`config.mk`:
```
export PLATFORM = sky130hd
export DESIGN_NAME = alu4_rr_sequencer_flat
export DESIGN_NICKNAME = d
export VERILOG_FILES = /design/src/rtl/alu4_pkg.sv /design/src/rtl/alu4_rr_sequencer_if.sv /design/src/rtl/alu4_core.sv /design/src/rtl/alu4_rr_sequencer.sv /design/src/flat_wrapper.sv
export SDC_FILE = /design/constraint.sdc
export NUM_CORES = 1
export LEC_CHECK = 0
export ABC_AREA = 1
export BUFFER_PORTS_ARGS = -buffer_cell sky130_fd_sc_hd__clkbuf_2
export CORE_MARGIN = 2
export CORE_UTILIZATION = 35
export CTS_CLUSTER_SIZE = 16
export DETAILED_ROUTE_END_ITERATION = 12
export PLACE_DENSITY = 0.58
export RECOVER_POWER = 100
export REMOVE_ABC_BUFFERS = 1
export SYNTH_ARGS = -nofsm -noshare
export SYNTH_HDL_FRONTEND = slang
export SYNTH_SLANG_ARGS = --single-unit
```
`constraint.sdc`:
```
create_clock -name clk -period 3.1 [get_ports clk]
set_input_delay 0.31 -clock clk [delete_from_list [all_inputs] [get_ports clk]]
set_output_delay 0.31 -clock clk [all_outputs]
set_load 0.1 [all_outputs]
```
`src/rtl/alu4_pkg.sv`:
```
// -----------------------------------------------------------------------------
// alu4_pkg
// Shared definitions for the 4-bit ALU sequencer: opcode encodings, the
// sequencer FSM state type and a small opcode classification helper.
// -----------------------------------------------------------------------------
package alu4_pkg;

    localparam logic [3:0] OP_SHL  = 4'h0;
    localparam logic [3:0] OP_SHL2 = 4'h1;
    localparam logic [3:0] OP_SHR  = 4'h2;
    localparam logic [3:0] OP_SHRA = 4'h3;
    localparam logic [3:0] OP_ADD  = 4'h4;
    localparam logic [3:0] OP_INC  = 4'h5;
    localparam logic [3:0] OP_SUB  = 4'h6;
    localparam logic [3:0] OP_DEC  = 4'h7;
    localparam logic [3:0] OP_AND  = 4'h8;
    localparam logic [3:0] OP_OR   = 4'h9;
    localparam logic [3:0] OP_XOR  = 4'hA;
    localparam logic [3:0] OP_NOR  = 4'hB;
    localparam logic [3:0] OP_EQ   = 4'hC;
    localparam logic [3:0] OP_NE   = 4'hD;
    localparam logic [3:0] OP_GT   = 4'hE;
    localparam logic [3:0] OP_LT   = 4'hF;

    typedef enum logic [1:0] {
        IDLE = 2'd0,
        EXEC = 2'd1,
        RESP = 2'd2
    } state_e;

    // Opcodes 4..7 go through the adder and are the only ones with C/V.
    function automatic logic is_arith(input logic [3:0] op);
        return op[3:2] == 2'b01;
    endfunction

endpackage

```
`src/rtl/alu4_rr_sequencer_if.sv`:
```
// -----------------------------------------------------------------------------
// alu4_rr_sequencer_if
// Bundles the two requester channels, the response channel and the status
// outputs of the sequencer.
//   master : requesters + response consumer (drives valid/op/a/b, rsp_ready)
//   slave  : the sequencer (drives readys, rsp_*, busy, op_count)
// -----------------------------------------------------------------------------
interface alu4_rr_sequencer_if #(
    parameter int CNT_W = 8
);
    logic             req0_valid;
    logic             req0_ready;
    logic [3:0]       req0_op;
    logic [3:0]       req0_a;
    logic [3:0]       req0_b;
    logic             req1_valid;
    logic             req1_ready;
    logic [3:0]       req1_op;
    logic [3:0]       req1_a;
    logic [3:0]       req1_b;
    logic             rsp_valid;
    logic             rsp_ready;
    logic             rsp_id;
    logic [3:0]       rsp_data;
    logic             rsp_z;
    logic             rsp_c;
    logic             rsp_v;
    logic             busy;
    logic [CNT_W-1:0] op_count;

    modport master (
        output req0_valid, req0_op, req0_a, req0_b,
        output req1_valid, req1_op, req1_a, req1_b,
        output rsp_ready,
        input  req0_ready, req1_ready,
        input  rsp_valid, rsp_id, rsp_data, rsp_z, rsp_c, rsp_v,
        input  busy, op_count
    );

    modport slave (
        input  req0_valid, req0_op, req0_a, req0_b,
        input  req1_valid, req1_op, req1_a, req1_b,
        input  rsp_ready,
        output req0_ready, req1_ready,
        output rsp_valid, rsp_id, rsp_data, rsp_z, rsp_c, rsp_v,
        output busy, op_count
    );
endinterface

```
`src/rtl/alu4_core.sv`:
```
// -----------------------------------------------------------------------------
// alu4_core
// Purely combinational 4-bit ALU.
//   op_i[3:0], a_i[3:0], b_i[3:0] : opcode and operands
//   r_o[3:0]                       : result
//   z_o                            : result == 0
//   c_o, v_o                       : carry-out / signed overflow (opcodes 4..7)
// -----------------------------------------------------------------------------
module alu4_core
    import alu4_pkg::*;
(
    input  logic [3:0] op_i,
    input  logic [3:0] a_i,
    input  logic [3:0] b_i,
    output logic [3:0] r_o,
    output logic       z_o,
    output logic       c_o,
    output logic       v_o
);
    logic [3:0] add_b;
    logic       add_cin;
    logic [4:0] sum;
    logic [3:0] shr;
    logic       carry_in3;

    // All four arithmetic opcodes share one adder: A + add_b + add_cin.
    always_comb begin
        // NOTE: every always_comb output gets a default first so no path
        // leaves it unassigned (which would infer a latch).
        add_b   = b_i;
        add_cin = 1'b0;
        case (op_i)
            OP_INC: add_b = 4'd1;
            OP_SUB: begin add_b = ~b_i;  add_cin = 1'b1; end
            OP_DEC: begin add_b = ~4'd1; add_cin = 1'b1; end
            default: ;
        endcase
    end

    assign sum = {1'b0, a_i} + {1'b0, add_b} + {4'b0000, add_cin};
    assign shr = b_i >> a_i[1:0];
    // Carry into bit 3 recovered from the bit-3 sum: s3 = a3 ^ b3 ^ c3.
    assign carry_in3 = a_i[3] ^ add_b[3] ^ sum[3];

    always_comb begin
        r_o = 4'd0;
        case (op_i)
            OP_SHL, OP_SHL2:               r_o = b_i << a_i[1:0];
            OP_SHR:                        r_o = shr;
            OP_SHRA:                       r_o = {b_i[3], shr[2:0]};
            OP_ADD, OP_INC, OP_SUB, OP_DEC: r_o = sum[3:0];
            OP_AND:                        r_o = a_i & b_i;
            OP_OR:                         r_o = a_i | b_i;
            OP_XOR:                        r_o = a_i ^ b_i;
            OP_NOR:                        r_o = ~(a_i | b_i);
            OP_EQ:                         r_o = {3'b000, a_i == b_i};
            OP_NE:                         r_o = {3'b000, a_i != b_i};
            OP_GT:                         r_o = {3'b000, $signed(a_i) > $signed(b_i)};
            OP_LT:                         r_o = {3'b000, $signed(a_i) < $signed(b_i)};
            default:                       r_o = 4'd0;
        endcase
    end

    assign z_o = (r_o == 4'd0);
    assign c_o = is_arith(op_i) & sum[4];
    assign v_o = is_arith(op_i) & (sum[4] ^ carry_in3);

endmodule

```
`src/rtl/alu4_rr_sequencer.sv`:
```
// -----------------------------------------------------------------------------
// alu4_rr_sequencer
// Shares one alu4_core between two requesters. A round-robin arbiter grants
// one request in IDLE, operands are latched, the ALU result is registered in
// EXEC and held on the response channel in RESP until rsp_ready.
//   clk, rst : clock and asynchronous active-high reset
//   bus      : requester channels, response channel, busy and op_count
// Parameters: CNT_W (op_count width), RR_INIT (priority after reset)
// -----------------------------------------------------------------------------
module alu4_rr_sequencer
    import alu4_pkg::*;
#(
    parameter int CNT_W   = 8,
    parameter bit RR_INIT = 1'b0
) (
    input  logic               clk,
    input  logic               rst,
    alu4_rr_sequencer_if.slave bus
);
    state_e           state_q, state_d;
    logic             rr_ptr_q;
    logic [3:0]       op_q, a_q, b_q;
    logic             id_q;
    logic             rsp_valid_q, rsp_id_q, rsp_z_q, rsp_c_q, rsp_v_q;
    logic [3:0]       rsp_data_q;
    logic [CNT_W-1:0] cnt_q, cnt_d;
    logic             grant_vld, grant_id, rsp_fire;
    logic [3:0]       alu_r;
    logic             alu_z, alu_c, alu_v;

    // Arbiter: a lone valid wins outright; on contention rr_ptr decides.
    always_comb begin
        grant_vld = 1'b0;
        grant_id  = rr_ptr_q;
        if (state_q == IDLE) begin
            grant_vld = bus.req0_valid | bus.req1_valid;
            if (bus.req0_valid && !bus.req1_valid) grant_id = 1'b0;
            if (bus.req1_valid && !bus.req0_valid) grant_id = 1'b1;
        end
    end

    assign bus.req0_ready = grant_vld & ~grant_id;
    assign bus.req1_ready = grant_vld &  grant_id;
    assign rsp_fire       = (state_q == RESP) & bus.rsp_ready;

    always_comb begin
        state_d = state_q;
        cnt_d   = cnt_q;
        case (state_q)
            IDLE: if (grant_vld) state_d = EXEC;
            EXEC: state_d = RESP;
            RESP: if (bus.rsp_ready) begin
                state_d = IDLE;
                cnt_d   = cnt_q + {{(CNT_W-1){1'b0}}, 1'b1};
            end
            default: state_d = IDLE;
        endcase
    end

    alu4_core u_core (
        .op_i (op_q),
        .a_i  (a_q),
        .b_i  (b_q),
        .r_o  (alu_r),
        .z_o  (alu_z),
        .c_o  (alu_c),
        .v_o  (alu_v)
    );

    // NOTE: state is updated with non-blocking assignments only, so every
    // register samples pre-edge values regardless of statement order.
    always_ff @(posedge clk or posedge rst) begin
        if (rst) begin
            // NOTE: operand and response registers are reset too, so the
            // response channel reads all-zero straight out of reset.
            state_q     <= IDLE;
            rr_ptr_q    <= RR_INIT;
            op_q        <= 4'd0;
            a_q         <= 4'd0;
            b_q         <= 4'd0;
            id_q        <= 1'b0;
            rsp_valid_q <= 1'b0;
            rsp_id_q    <= 1'b0;
            rsp_data_q  <= 4'd0;
            rsp_z_q     <= 1'b0;
            rsp_c_q     <= 1'b0;
            rsp_v_q     <= 1'b0;
            cnt_q       <= '0;
        end else begin
            state_q <= state_d;
            cnt_q   <= cnt_d;
            if (grant_vld) begin
                op_q     <= grant_id ? bus.req1_op : bus.req0_op;
                a_q      <= grant_id ? bus.req1_a  : bus.req0_a;
                b_q      <= grant_id ? bus.req1_b  : bus.req0_b;
                id_q     <= grant_id;
                rr_ptr_q <= ~grant_id;
            end
            if (state_q == EXEC) begin
                rsp_valid_q <= 1'b1;
                rsp_id_q    <= id_q;
                rsp_data_q  <= alu_r;
                rsp_z_q     <= alu_z;
                rsp_c_q     <= alu_c;
                rsp_v_q     <= alu_v;
            end
            if (rsp_fire) rsp_valid_q <= 1'b0;
        end
    end

    assign bus.rsp_valid = rsp_valid_q;
    assign bus.rsp_id    = rsp_id_q;
    assign bus.rsp_data  = rsp_data_q;
    assign bus.rsp_z     = rsp_z_q;
    assign bus.rsp_c     = rsp_c_q;
    assign bus.rsp_v     = rsp_v_q;
    assign bus.busy      = (state_q != IDLE);
    assign bus.op_count  = cnt_q;

endmodule
```
`src/flat_wrapper.sv`:
```
// flat-port wrapper written by rule: the top's interface ports become plain ports
module alu4_rr_sequencer_flat import alu4_pkg::*;
#(
    parameter int CNT_W   = 8,
    parameter bit RR_INIT = 1'b0
)
  (clk, rst, bus_req0_valid, bus_req0_op, bus_req0_a, bus_req0_b, bus_req1_valid, bus_req1_op, bus_req1_a, bus_req1_b, bus_rsp_ready, bus_req0_ready, bus_req1_ready, bus_rsp_valid, bus_rsp_id, bus_rsp_data, bus_rsp_z, bus_rsp_c, bus_rsp_v, bus_busy, bus_op_count);
  alu4_rr_sequencer_if #(.CNT_W(CNT_W)) bus_i ();
  input  logic clk;
  input  logic rst;
  input wire logic [$bits(bus_i.req0_valid)-1:0] bus_req0_valid;
  input wire logic [$bits(bus_i.req0_op)-1:0] bus_req0_op;
  input wire logic [$bits(bus_i.req0_a)-1:0] bus_req0_a;
  input wire logic [$bits(bus_i.req0_b)-1:0] bus_req0_b;
  input wire logic [$bits(bus_i.req1_valid)-1:0] bus_req1_valid;
  input wire logic [$bits(bus_i.req1_op)-1:0] bus_req1_op;
  input wire logic [$bits(bus_i.req1_a)-1:0] bus_req1_a;
  input wire logic [$bits(bus_i.req1_b)-1:0] bus_req1_b;
  input wire logic [$bits(bus_i.rsp_ready)-1:0] bus_rsp_ready;
  output wire logic [$bits(bus_i.req0_ready)-1:0] bus_req0_ready;
  output wire logic [$bits(bus_i.req1_ready)-1:0] bus_req1_ready;
  output wire logic [$bits(bus_i.rsp_valid)-1:0] bus_rsp_valid;
  output wire logic [$bits(bus_i.rsp_id)-1:0] bus_rsp_id;
  output wire logic [$bits(bus_i.rsp_data)-1:0] bus_rsp_data;
  output wire logic [$bits(bus_i.rsp_z)-1:0] bus_rsp_z;
  output wire logic [$bits(bus_i.rsp_c)-1:0] bus_rsp_c;
  output wire logic [$bits(bus_i.rsp_v)-1:0] bus_rsp_v;
  output wire logic [$bits(bus_i.busy)-1:0] bus_busy;
  output wire logic [$bits(bus_i.op_count)-1:0] bus_op_count;
  assign bus_i.req0_valid = bus_req0_valid;
  assign bus_i.req0_op = bus_req0_op;
  assign bus_i.req0_a = bus_req0_a;
  assign bus_i.req0_b = bus_req0_b;
  assign bus_i.req1_valid = bus_req1_valid;
  assign bus_i.req1_op = bus_req1_op;
  assign bus_i.req1_a = bus_req1_a;
  assign bus_i.req1_b = bus_req1_b;
  assign bus_i.rsp_ready = bus_rsp_ready;
  assign bus_req0_ready = bus_i.req0_ready;
  assign bus_req1_ready = bus_i.req1_ready;
  assign bus_rsp_valid = bus_i.rsp_valid;
  assign bus_rsp_id = bus_i.rsp_id;
  assign bus_rsp_data = bus_i.rsp_data;
  assign bus_rsp_z = bus_i.rsp_z;
  assign bus_rsp_c = bus_i.rsp_c;
  assign bus_rsp_v = bus_i.rsp_v;
  assign bus_busy = bus_i.busy;
  assign bus_op_count = bus_i.op_count;
  alu4_rr_sequencer #(.CNT_W(CNT_W), .RR_INIT(RR_INIT)) u_core (.clk(clk), .rst(rst), .bus(bus_i));
endmodule
```
Yosys cells after proc, flatten, opt, wreduce, memory -nomap -nowiden:

Index checks and enable logic that the tools add are counted.

* bitwise gates (word level): 15
* reduce and logical (&&, ||, !) cells: 14
* order comparisons: 2
* equal/unequal tests: 22
* muxes and demuxes: 15
* shift-type cells: 2
* $add $sub $neg: 3

Operators by type and width (number)
* case mux 4 bit (12 select lines): 1
* equality test 4 bit (second input constant): 8
* equality test 4 x 3 -> 1 bit (second input constant): 4
* two-way mux 4 bit: 3
* case mux 4 bit (3 select lines): 1
* adder 8 x 1 -> 8 bit (second input constant): 1
* equality test 4 x 2 -> 1 bit (second input constant): 2
* zero test 4 bit: 2
* NOT 4 bit: 2
* two-way mux 1 bit: 7
* case mux 2 bit (3 select lines): 1
* adder 4 x 4 -> 5 bit: 1
* adder 5 x 1 -> 5 bit: 1
* bitwise AND 1 bit: 5
* bitwise AND 4 bit: 1
* equality test 2 x 1 -> 1 bit (second input constant): 2
* equality test 4 x 1 -> 1 bit (second input constant): 1
* equality test 4 bit: 1
* > comparator 4 bit: 1
* < comparator 4 bit: 1
* two-way mux 2 bit: 2
* != test 4 bit: 1
* bitwise OR 4 bit: 1
* AND reduction 2 bit: 2
* other kinds (15): 21

* flip-flop bits (word level): 33
* word-level logic and storage cells: 86

Logic depth before layout (Yosys ltp):

Gate-level depths: netlist of run 1.

* depth in word-level cells: 7
* depth in mapped cells: 17

Cells and area by module:

A second synthesis of run 1 with hierarchy kept.

* cells, all modules: 339
* area, all modules: 2414.8 µm²

Modules (own cells, without submodules)
* alu4_rr_sequencer: seq. area each 825.8 µm², area an instance 1487.7 µm², instances 1, cells each 167
* alu4_core: seq. area each 0.0 µm², area an instance 927.1 µm², instances 1, cells each 172

Worst setup path before layout of run 1:

Ideal clock, no wire load.

* kind: register to register
* start point: register u_core.op_q[0]
* end point: register u_core.rsp_v_q, in the netlist u_core.bus.rsp_v
* clock period less this slack: 2423 ps
* path slack: 677 ps
* path buffers: 1
* cell stages (with the launch flop): 10
* setup time: 129 ps
* data arrival time: 2294 ps
* required time: 2971 ps
* cells stage by stage: dfrtp_1 -> buf_2 -> nor2_1 -> nor3_1 -> o21ai_0 -> fa_1 -> fa_1 -> o31ai_1 -> xnor2_1 -> o21ai_0

* cells in the longest elaborated chain, start to end: 7
* elaborated cells on any way between the ends: 12
* those cells by class: add/sub: 2; eq/ne: 3; mux: 2; bitwise: 4; reduce/logical: 1

Ends and longest elaborated chain
* from (decl): line alu4_rr_sequencer.sv:22 `logic [3:0] op_q, a_q, b_q;`
* from (signal assigned): line alu4_rr_sequencer.sv:93 `op_q <= grant_id ? bus.req1_op : bus.req0_op;`
* equality test 4 x 3 -> 1 bit: line alu4_core.sv:32 `case (op_i)`
* case mux 4 bit (3 select lines) or OR reduction 2 bit (tied branches)
* adder 4 x 4 -> 5 bit or two-way mux 1 bit (tied branches): line alu4_core.sv:40, alu4_core.sv:32
* adder 5 x 1 -> 5 bit: line alu4_core.sv:40 `assign sum = {1'b0, a_i} + {1'b0, add_b} + {4'b0000, add_cin};`
* bitwise XOR 1 bit: line alu4_core.sv:43 `assign carry_in3 = a_i[3] ^ add_b[3] ^ sum[3];`
* bitwise XOR 1 bit *: line alu4_core.sv:66 `assign v_o = is_arith(op_i) & (sum[4] ^ carry_in3);`
* bitwise AND 1 bit *: line alu4_core.sv:66
* to (signal assigned): line alu4_rr_sequencer.sv:105 `rsp_v_q <= alu_v;`
* to (decl): line alu4_rr_sequencer.sv:24 `logic rsp_valid_q, rsp_id_q, rsp_z_q, rsp_c_q, rsp_v_q;`

Every way passes the cells marked *; elsewhere a longest branch is shown, timed or not.
A chain may end at the register's enable or synchronous reset.

Worst setup path in the final report of run 1:

* start point: register u_core.op_q[1]
* end point: register u_core.rsp_z_q, in the netlist u_core.bus.rsp_z

* cells in the longest elaborated chain, start to end: 6
* elaborated cells on any way between the ends: 25
* those cells by class: add/sub: 2; eq/ne: 15; mux: 3; reduce/logical: 5

Ends and longest elaborated chain
* equality test 4 x 3 -> 1 bit: line alu4_core.sv:32, alu4_core.sv:47
* case mux 4 bit (3 select lines) or OR reduction 2 bit (tied branches)
* adder 4 x 4 -> 5 bit or two-way mux 1 bit (tied branches): line alu4_core.sv:40, alu4_core.sv:32
* adder 5 x 1 -> 5 bit: line alu4_core.sv:40
* case mux 4 bit (12 select lines) *: line alu4_core.sv:47 `case (op_i)`
* zero test 4 bit *: line alu4_core.sv:64 `assign z_o = (r_o == 4'd0);`
* to (signal assigned): line alu4_rr_sequencer.sv:103 `rsp_z_q <= alu_z;`
* to (decl): line alu4_rr_sequencer.sv:24

Marks and branches as above.

==> results of run 1 <==
## Yosys cell counts (2+ instances only)
cell type   n  area (um2)
nor2_4      2        22.5
nand2_1    98         368
inv_2      10        37.5
nor2_2      3        18.8
dfrtp_1    33         826
a21oi_1     2        10.0
nor2_1     39         146
o21ai_1     4        20.0
xnor2_1     4        35.0
xor2_1      4        35.0
fa_1        2        40.0
buf_2       2        10.0
nor3_1      4        20.0
nand3_1    30         150
o21ai_0    16        80.1
ha_1       16         200
inv_1      34         128
o211ai_1   12        90.1
## per-stage QoR
step	setup WS (ps)	area, um2	cells
after global placement	380	2630	446
after floorplan	676	2270	319
final	309	2700	454
after detailed placement	348	2630	446
after CTS	324	2740	454
after global routing	35.8	2700	454
## layer usage
| metal | up-vias | track usage |
|---|---|---|
| met2 | 62 | 0.260 |
| met4 | 0 | 0.0476 |
| met1 | 1025 | 0.251 |
| met3 | 6 | 0.0302 |
| met5 | - | 0 |
| li1 | 1123 | - |
## worst min-delay path: stages
cell	delay, ps
clkbuf_2	80
nand2_1	40
o211ai_1	60
## sequential cells by signal, summed over array words and instances (netlist names), 2 cells and up
register             flops
u_core.a_q               4
u_core.state_q           2
u_core.bus.rsp_data      4
u_core.bus.op_count      8
u_core.op_q              4
u_core.b_q               4
## area by class of cell
| cell class | count | area (um2) | share of cell area |
|---|---|---|---|
| multi-input combinational | 241 | 1260 | 0.468 |
| clock inverter | 1 | 30.0 | 0.0111 |
| timing repair buffer | 50 | 229 | 0.0848 |
| clock buffer | 7 | 86.3 | 0.0320 |
| inverter | 45 | 169 | 0.0626 |
| sequential | 33 | 826 | 0.306 |
| tap | 77 | 96.3 | 0.0357 |
## cells by family after synthesis
group	share of synthesized area
DFF	0.359
AOI/OAI and AO/OA	0.0936
muxes	0.00490
and+or+nand+nor	0.323
adders and majority gates	0.104
buffers and inverters	0.0849
xor gates and xnor gates	0.0305
## path summary, 6_finish.rpt
kind,slack (ps),end,start
setup / recovery,310,u_core.bus.rsp_z,u_core.op_q[1]
setup reg to reg,310,u_core.bus.rsp_z,u_core.op_q[1]
min in group asynchronous,630,u_core.bus.op_count[1],rst
hold / removal,240,u_core.op_q[1],bus_req1_op[1]
max in group asynchronous,1450,u_core.a_q[2],rst
hold reg to reg,470,u_core.bus.op_count[7],u_core.bus.op_count[7]
==> flow_metrics.tcl, run 1 <==
set metrics [dict create \
    synthCells 324 \
    drt_iter0_markers 107 \
    nets 423 \
    top_layer "met4" \
    viasPerCell 4.88 \
    n_antenna_cell 0 \
    die_area_um2 7240 \
    tightest_slew_ps 1780 \
    drt-met1-wl_um 2780 \
    htreeDepth 2 \
    gp_congestion 0.923 \
    ctsResizeCount 0 \
    crit_family "simple AND/OR/NAND/NOR gates" \
    rows 29 \
    antenna_found_initial 0 \
    yosys_register_bits 33 \
    root_buffer "clkbuf_8" \
    yosysWarnings 0 \
    yosysUniqueCellTypes 27 \
    fillers 661 \
    cp_num_cells 14 \
    clock-sinks 33 \
    place_hpwl_um 4540 \
    synth-async-reset-ratio 1.00 \
    clock.fmax_mhz 358 \
    violations "max-capacitance violations, max-slew violations" \
    rr_worst_depth 14 \
    min_delay_path_depth 3 \
    layout_common_cells "nand2_1 (98), nor2_1 (41), inv_1 (38), dfrtp_1 (33), nand3_1 (31)" \
    setup_viol 0 \
    clock_latency_ps 290 \
    grt_pass1_vias 2042 \
    synth_edf_count 0 \
    layout_commonest_cell "nand2_1" \
    drc_errors 0 \
    die_y_um 85.1 \
    drv_slew 34 \
    ant_nets 0 \
    crit_buf_inv 1 \
    critPathKind "register to register" \
    routed_wl_um 5810 \
    fin_crit_ps 2790 \
    rsz0062_at_grt "false" \
    path_cells "nor2_1, nor3_1, o21ai_0, fa_1, fa_1, inv_1, nand2_1, nand3_1, nand2_1, nor2_1, nand3_1, nor2_1, nand2_1, o21bai_1" \
    cts_tree "done" \
    initial_core_util 0.362 \
    final_util 0.425 \
    cap_violations 1 \
    syn_area_per_cell_um2 7.10 \
    syn_to_final_growth_pct 17.4 \
    cp-start-kind "register" \
    crit_fanout 7 \
    grt_usage 0.171 \
    core_area_um2 6350 \
    wl_met3_um 338 \
    syn-cell-area_um2 2300 \
    tns_ps 0 \
    firstDrtPassIters 4 \
    finalHoldViolCount 0 \
    grt_first_pass_wirelength_um 9840 \
    required_ps 3310 \
    wl_met2_um 2610 \
    drive_gt1_frac 0.130 \
    die_w_um 85.1 \
    synth_flop_cell "dfrtp_1" \
    max-clock-path-buffers 2 \
    numCtsBuffers 5 \
    post_cts_buffers 0 \
    period_share 0.900 \
    hp-class "input pin to register" \
    vias 2216 \
    max-slew-margin-rel -0.190 \
    wl_per_cell_um 12.8 \
    slowest_delay_ps 480 \
    clkTransAtPathRegs_ps 70 \
    cp-end-kind "register" \
    grt_max_degree 34 \
    status "complete, but fails checks" \
    io_pins 49 \
    gr-total-overflow 0 \
    whs_ps 243 \
    io_buffers 48 \
    cpMaxStageDelayCell "dfrtp_1" \
    cp_data_arrival_time_ps 3010 \
    synth_seq_area_share 0.359 \
    holdBufCountCts 0 \
    finalClockSkew_ps 5.25 \
]
Power of run 1 is left out: the tool's default activity adds up to more than one toggle a clock period on the data nets, which glitch-free logic cannot reach.
==> run 2: changes to the inputs <==
--- a/config.mk
+++ b/config.mk
@@ -16,4 +16,5 @@
 export REMOVE_ABC_BUFFERS = 1
 export SYNTH_ARGS = -nofsm -noshare
 export SYNTH_HDL_FRONTEND = slang
+export SYNTH_HIERARCHICAL = 1
 export SYNTH_SLANG_ARGS = --single-unit
==> run 2 against run 1 <==
Effect of this change:
- the run still ends with max-capacitance violations, max-slew violations left
- fmax grew 2.7%
- synthesized cell count grew 4.6%
- cell area grew 3.1%
- worst hold slack is essentially flat
- critical path depth grew 4
==> flow_metrics.tcl, run 2 <==
set metrics [dict create \
    die_w_um 87.1 \
    core_area_um2 6720 \
    ant_nets 0 \
    drt_iter0_markers 142 \
    viasPerCell 4.88 \
    synth_most_common_cell "nand2_1" \
    root_buffer "clkbuf_8" \
    clock-sinks 33 \
    critPathKind "register to register" \
    drv_slew 34 \
    yosys_register_bits 33 \
    fillers 732 \
    hp-class "input pin to register" \
    initial_core_util 0.359 \
    antenna_found_initial 0 \
    grt_pass1_vias 2159 \
    whs_ps 243 \
    max-slew-margin-rel -0.192 \
    drive_gt1_frac 0.152 \
    grt_max_degree 34 \
    firstDrtPassIters 4 \
    cts_tree "done" \
    gp_congestion 0.859 \
    synth_seq_area_share 0.342 \
    die_y_um 87.1 \
    clkTransAtPathRegs_ps 70 \
    dp_slack_ps 321 \
    nets 440 \
    die_area_um2 7580 \
    io_pins 49 \
    n_antenna_cell 0 \
    cap_violations 1 \
    fin_crit_ps 2720 \
    rr_worst_depth 18 \
    synth_flop_cell "dfrtp_1" \
    syn-cell-area_um2 2410 \
    post_cts_buffers 0 \
    gr-total-overflow 0 \
    synth_common_cells "nand2_1 (105), nand3_1 (39), inv_1 (34), dfrtp_1 (33), nor2_1 (28)" \
    finalHoldViolCount 0 \
    place_inst 466 \
    htreeDepth 2 \
    yosysUniqueCellTypes 27 \
    largest_reg_flops 8 \
    multi_input_area_um2 1380 \
    yosysWarnings 6 \
    setup_ws_ps 382 \
    violations "max-capacitance violations, max-slew violations" \
    place_hpwl_um 4540 \
    clock.fmax_mhz 368 \
    finalClockSkew_ps 9.86 \
    tightest_slew_ps 1790 \
    seq_area_um2 826 \
    cp_data_arrival_time_ps 2950 \
    synth_edf_count 0 \
    min_from "bus_rsp_ready" \
    numCtsBuffers 5 \
    crit_fanout 5 \
    layout_common_cells "nand2_1 (106), nand3_1 (39), inv_1 (36), dfrtp_1 (33), nor2_1 (29)" \
    status "complete, but fails checks" \
    required_ps 3330 \
    synth.top_cells.by_area "dfrtp_1 (34%), nand2_1 (16%), ha_1 (8.3%), nand3_1 (8.1%), inv_1 (5.3%)" \
    min_delay_path_depth 2 \
    grt_usage 0.168 \
    holdBufCountCts 0 \
    grt_first_pass_wirelength_um 10000 \
    rows 30 \
    rsz0062_at_grt "false" \
    drc_errors 0 \
    clock_latency_ps 290 \
    synthCells 339 \
    wl_per_cell_um 12.4 \
    setup_viol 0 \
    fin_cells 474 \
    io_buffers 48 \
    routed_wl_um 5890 \
    startpoint "u_core/op_q[2]" \
    max-clock-path-buffers 2 \
    syn_area_per_cell_um2 7.12 \
    synth_area_leader_cell "dfrtp_1" \
    cp-start-kind "register" \
    layout_commonest_cell "nand2_1" \
    period_share 0.877 \
    tns_ps 0 \
    r2r-start "u_core/op_q[2]" \
    syn_to_final_growth_pct 15.2 \
    synth-async-reset-ratio 1.00 \
    synth_top_cell_area_share 0.342 \
    vias 2313 \
    cp-end-kind "register" \
]
[run 2: cell count changes after synthesis, moves of 4 or more]
cell | before | now
nor2_1 | 39 | 28
nand2_1 | 98 | 105
nand3_1 | 30 | 39
nand4_1 | 0 | 17
nor2_2 | 3 | 7
o211ai_1 | 12 | 2
[run 2: critical path, stage by stage (launching register included)]
cell and delay [ps]:
dfrtp_1 430, inv_2 90, nor2_4 140, inv_2 70, nor2_1 190, inv_1 100, fa_2 380, fa_1 390
inv_1 80, nand2_1 60, nand3_1 90, nand3_1 70, nor2_1 120, nand2_1 70, nor2_1 90, nand2_1 70
nor2_2 70, nand2_1 50, nand2_1 90
[run 2: kinds of logic after synthesis]
kind of cell    synth area share
simple gates               0.398
buf+inv                   0.0855
flops                      0.342
compound gates            0.0518
fa+ha+maj                 0.0995
xor+xnor                  0.0181
mux                      0.00466
[run 2: cell type report]
class / count / share of cell area
Sequential cell: 33 / 0.297
Inverter: 43 / 0.0580
Timing Repair Buffer: 52 / 0.0854
Clock buffer: 6 / 0.0261
Clock inverter: 2 / 0.00360
Tap cell: 80 / 0.0360
Multi-Input combinational cell: 258 / 0.494
[run 2: timing repair]
item	4_1_cts	5_1_grt
setup endpoints to repair	0	1
hold endpoints to repair	0	0
resized for setup	0	3
[run 2: final timing paths]
kind	endpoint	slack, ps
min in group asynchronous	u_core/bus.op_count[5]	620
max reg2reg	u_core/bus.rsp_z	380
min reg2reg	u_core/bus.rsp_c	480
min	u_core/state_q[1]	240
max	u_core/bus.rsp_z	380
max in group asynchronous	u_core/op_q[1]	1440
[run 2: metal layers]
metal	share of wire	track usage
met1	0.49	0.229
met2	0.45	0.268
met3	0.040	0.0294
met5	0	0
met4	0.017	0.0568
[run 2: metrics by stage]
step,util,cell area (um2)
after floorplan,-,2370
after global placement,0.408,2740
after detailed placement,0.408,2740
after CTS,0.420,2820
after global routing,0.414,2780
final,0.414,2780
Power of run 2 is left out for the same reason.
==> run 3: changes to the inputs <==
--- a/config.mk
+++ b/config.mk
@@ -13,8 +13,6 @@
 export DETAILED_ROUTE_END_ITERATION = 12
 export PLACE_DENSITY = 0.58
 export RECOVER_POWER = 100
-export REMOVE_ABC_BUFFERS = 1
 export SYNTH_ARGS = -nofsm -noshare
 export SYNTH_HDL_FRONTEND = slang
-export SYNTH_HIERARCHICAL = 1
 export SYNTH_SLANG_ARGS = --single-unit
==> run 3 against run 2 <==
Effect of this change:
- the flow still finishes with violations (max-capacitance violations, max-slew violations)
- global-route usage is 0.79 points higher
- setup slack worse by 68 ps
- clock skew is 0.51 ps lower
- cell area is 3.1% lower
- routed wire length is 0.64% lower
- non-clock buffer count is 3 lower
- register-to-register slack better by 40 ps
- count of clock-buffer cells in the layout is 1 lower
- critical endpoint is now bus_req1_ready
- largest cell class unchanged
- highest routed layer unchanged
==> flow_metrics.tcl, run 3 (synthesized netlist as in run 1, its figures left out) <==
set metrics [dict create \
    n_antenna_cell 0 \
    viasPerCell 4.83 \
    drc_errors 0 \
    layout_commonest_cell "nand2_1" \
    gr-total-overflow 0 \
    max-clock-path-buffers 2 \
    clock_latency_ps 290 \
    finalClockSkew_ps 9.35 \
    io_buffers 48 \
    tns_ps 0 \
    clkTransAtPathRegs_ps 80 \
    fillers 674 \
    nets 422 \
    clock-sinks 33 \
    ctsResizeCount 0 \
    finalHoldViolCount 0 \
    clock.fmax_mhz 359 \
    violations "max-capacitance violations, max-slew violations" \
    grt_usage 0.175 \
    cp-end-kind "primary output" \
    layout_common_cells "nand2_1 (98), nor2_1 (41), inv_1 (38), dfrtp_1 (33), nand3_1 (31)" \
    io_pins 49 \
    grt_max_degree 34 \
    final_util 0.425 \
    tightest_slew_ps 1890 \
    cp_data_arrival_time_ps 2480 \
    core_area_um2 6350 \
    cap_violations 1 \
    synth_fp_nets 371 \
    root_buffer "clkbuf_8" \
    rows 29 \
    die_y_um 85.1 \
    crit_fanout 16 \
    max-slew-margin-rel -0.257 \
    antenna_found_initial 0 \
    gp_congestion 0.899 \
    cts_tree "done" \
    hp-class "input pin to register" \
    vias 2189 \
    rsz0062_at_grt "false" \
    status "complete, but fails checks" \
    die_w_um 85.1 \
    fin_crit_ps 2790 \
    firstDrtPassIters 4 \
    ant_nets 0 \
    setup_viol 0 \
    htreeDepth 2 \
    drt_iter0_markers 86 \
    initial_core_util 0.362 \
    largest_reg_flops 8 \
    period_share 0.899 \
    holdBufCountCts 0 \
    required_ps 2790 \
    syn_to_final_growth_pct 17.2 \
    critPathKind "register to primary output" \
    drive_gt1_frac 0.133 \
    wl_per_cell_um 12.9 \
    drv_slew 34 \
    die_area_um2 7240 \
    grt_pass1_vias 2086 \
    place_hpwl_um 4520 \
    cp-start-kind "register" \
    numCtsBuffers 5 \
    grt_first_pass_wirelength_um 10100 \
    routed_wl_um 5860 \
    post_cts_buffers 0 \
]
run 3: final timing paths:
check / slack [ps] / startpoint / cells past startpoint / endpoint
worst max-delay path: 310 / u_core.state_q[1] / 6 / bus_req1_ready
worst min-delay path: 240 / bus_req1_b[1] / 3 / u_core.b_q[1]
worst max register to register: 420 / u_core.op_q[2] / 17 / u_core.bus.rsp_z
worst min register to register: 470 / u_core.bus.op_count[7] / 1 / u_core.bus.op_count[7]
max in group asynchronous: 1350 / rst / 3 / u_core.bus.rsp_data[2]
min in group asynchronous: 660 / rst / 3 / u_core.bus.op_count[7]
run 3: cell type report:
type | count | area [um2] | share of cell area
clock buffer | 5 | 68.8 | 0.0255
clock inverter | 3 | 46.3 | 0.0172
inverter | 45 | 169 | 0.0626
multi-input combinational | 241 | 1270 | 0.471
sequential | 33 | 826 | 0.306
tap | 77 | 96.3 | 0.0357
timing repair buffer | 49 | 221 | 0.0821
run 3: worst max-delay path: stages, from the launching register on:
cell and delay [ps]:
dfrtp_1 410, nor2_1 220, o21ai_0 170, inv_1 390, nand2_1 130, inv_1 330, clkbuf_2 530
run 3: per-layer routing:
| metal | up-vias | GRT usage | share of wire |
|---|---|---|---|
| met5 | - | 0 | 0 |
| met4 | 0 | 0.0548 | 0.017 |
| met3 | 10 | 0.0311 | 0.041 |
| met2 | 44 | 0.271 | 0.44 |
| met1 | 1011 | 0.250 | 0.50 |
| li1 | 1124 | - | - |
run 3: per-stage QoR:
stage	instances	hold slack (ps)	setup slack, ps	cell area (um2)
finish	453	238	314	2700
global route	453	246	51.4	2700
CTS	453	96.0	399	2730
detailed placement	445	418	435	2620
global placement	445	416	476	2620
floorplan	324	417	677	2300
Power of run 3 is left out for the same reason.
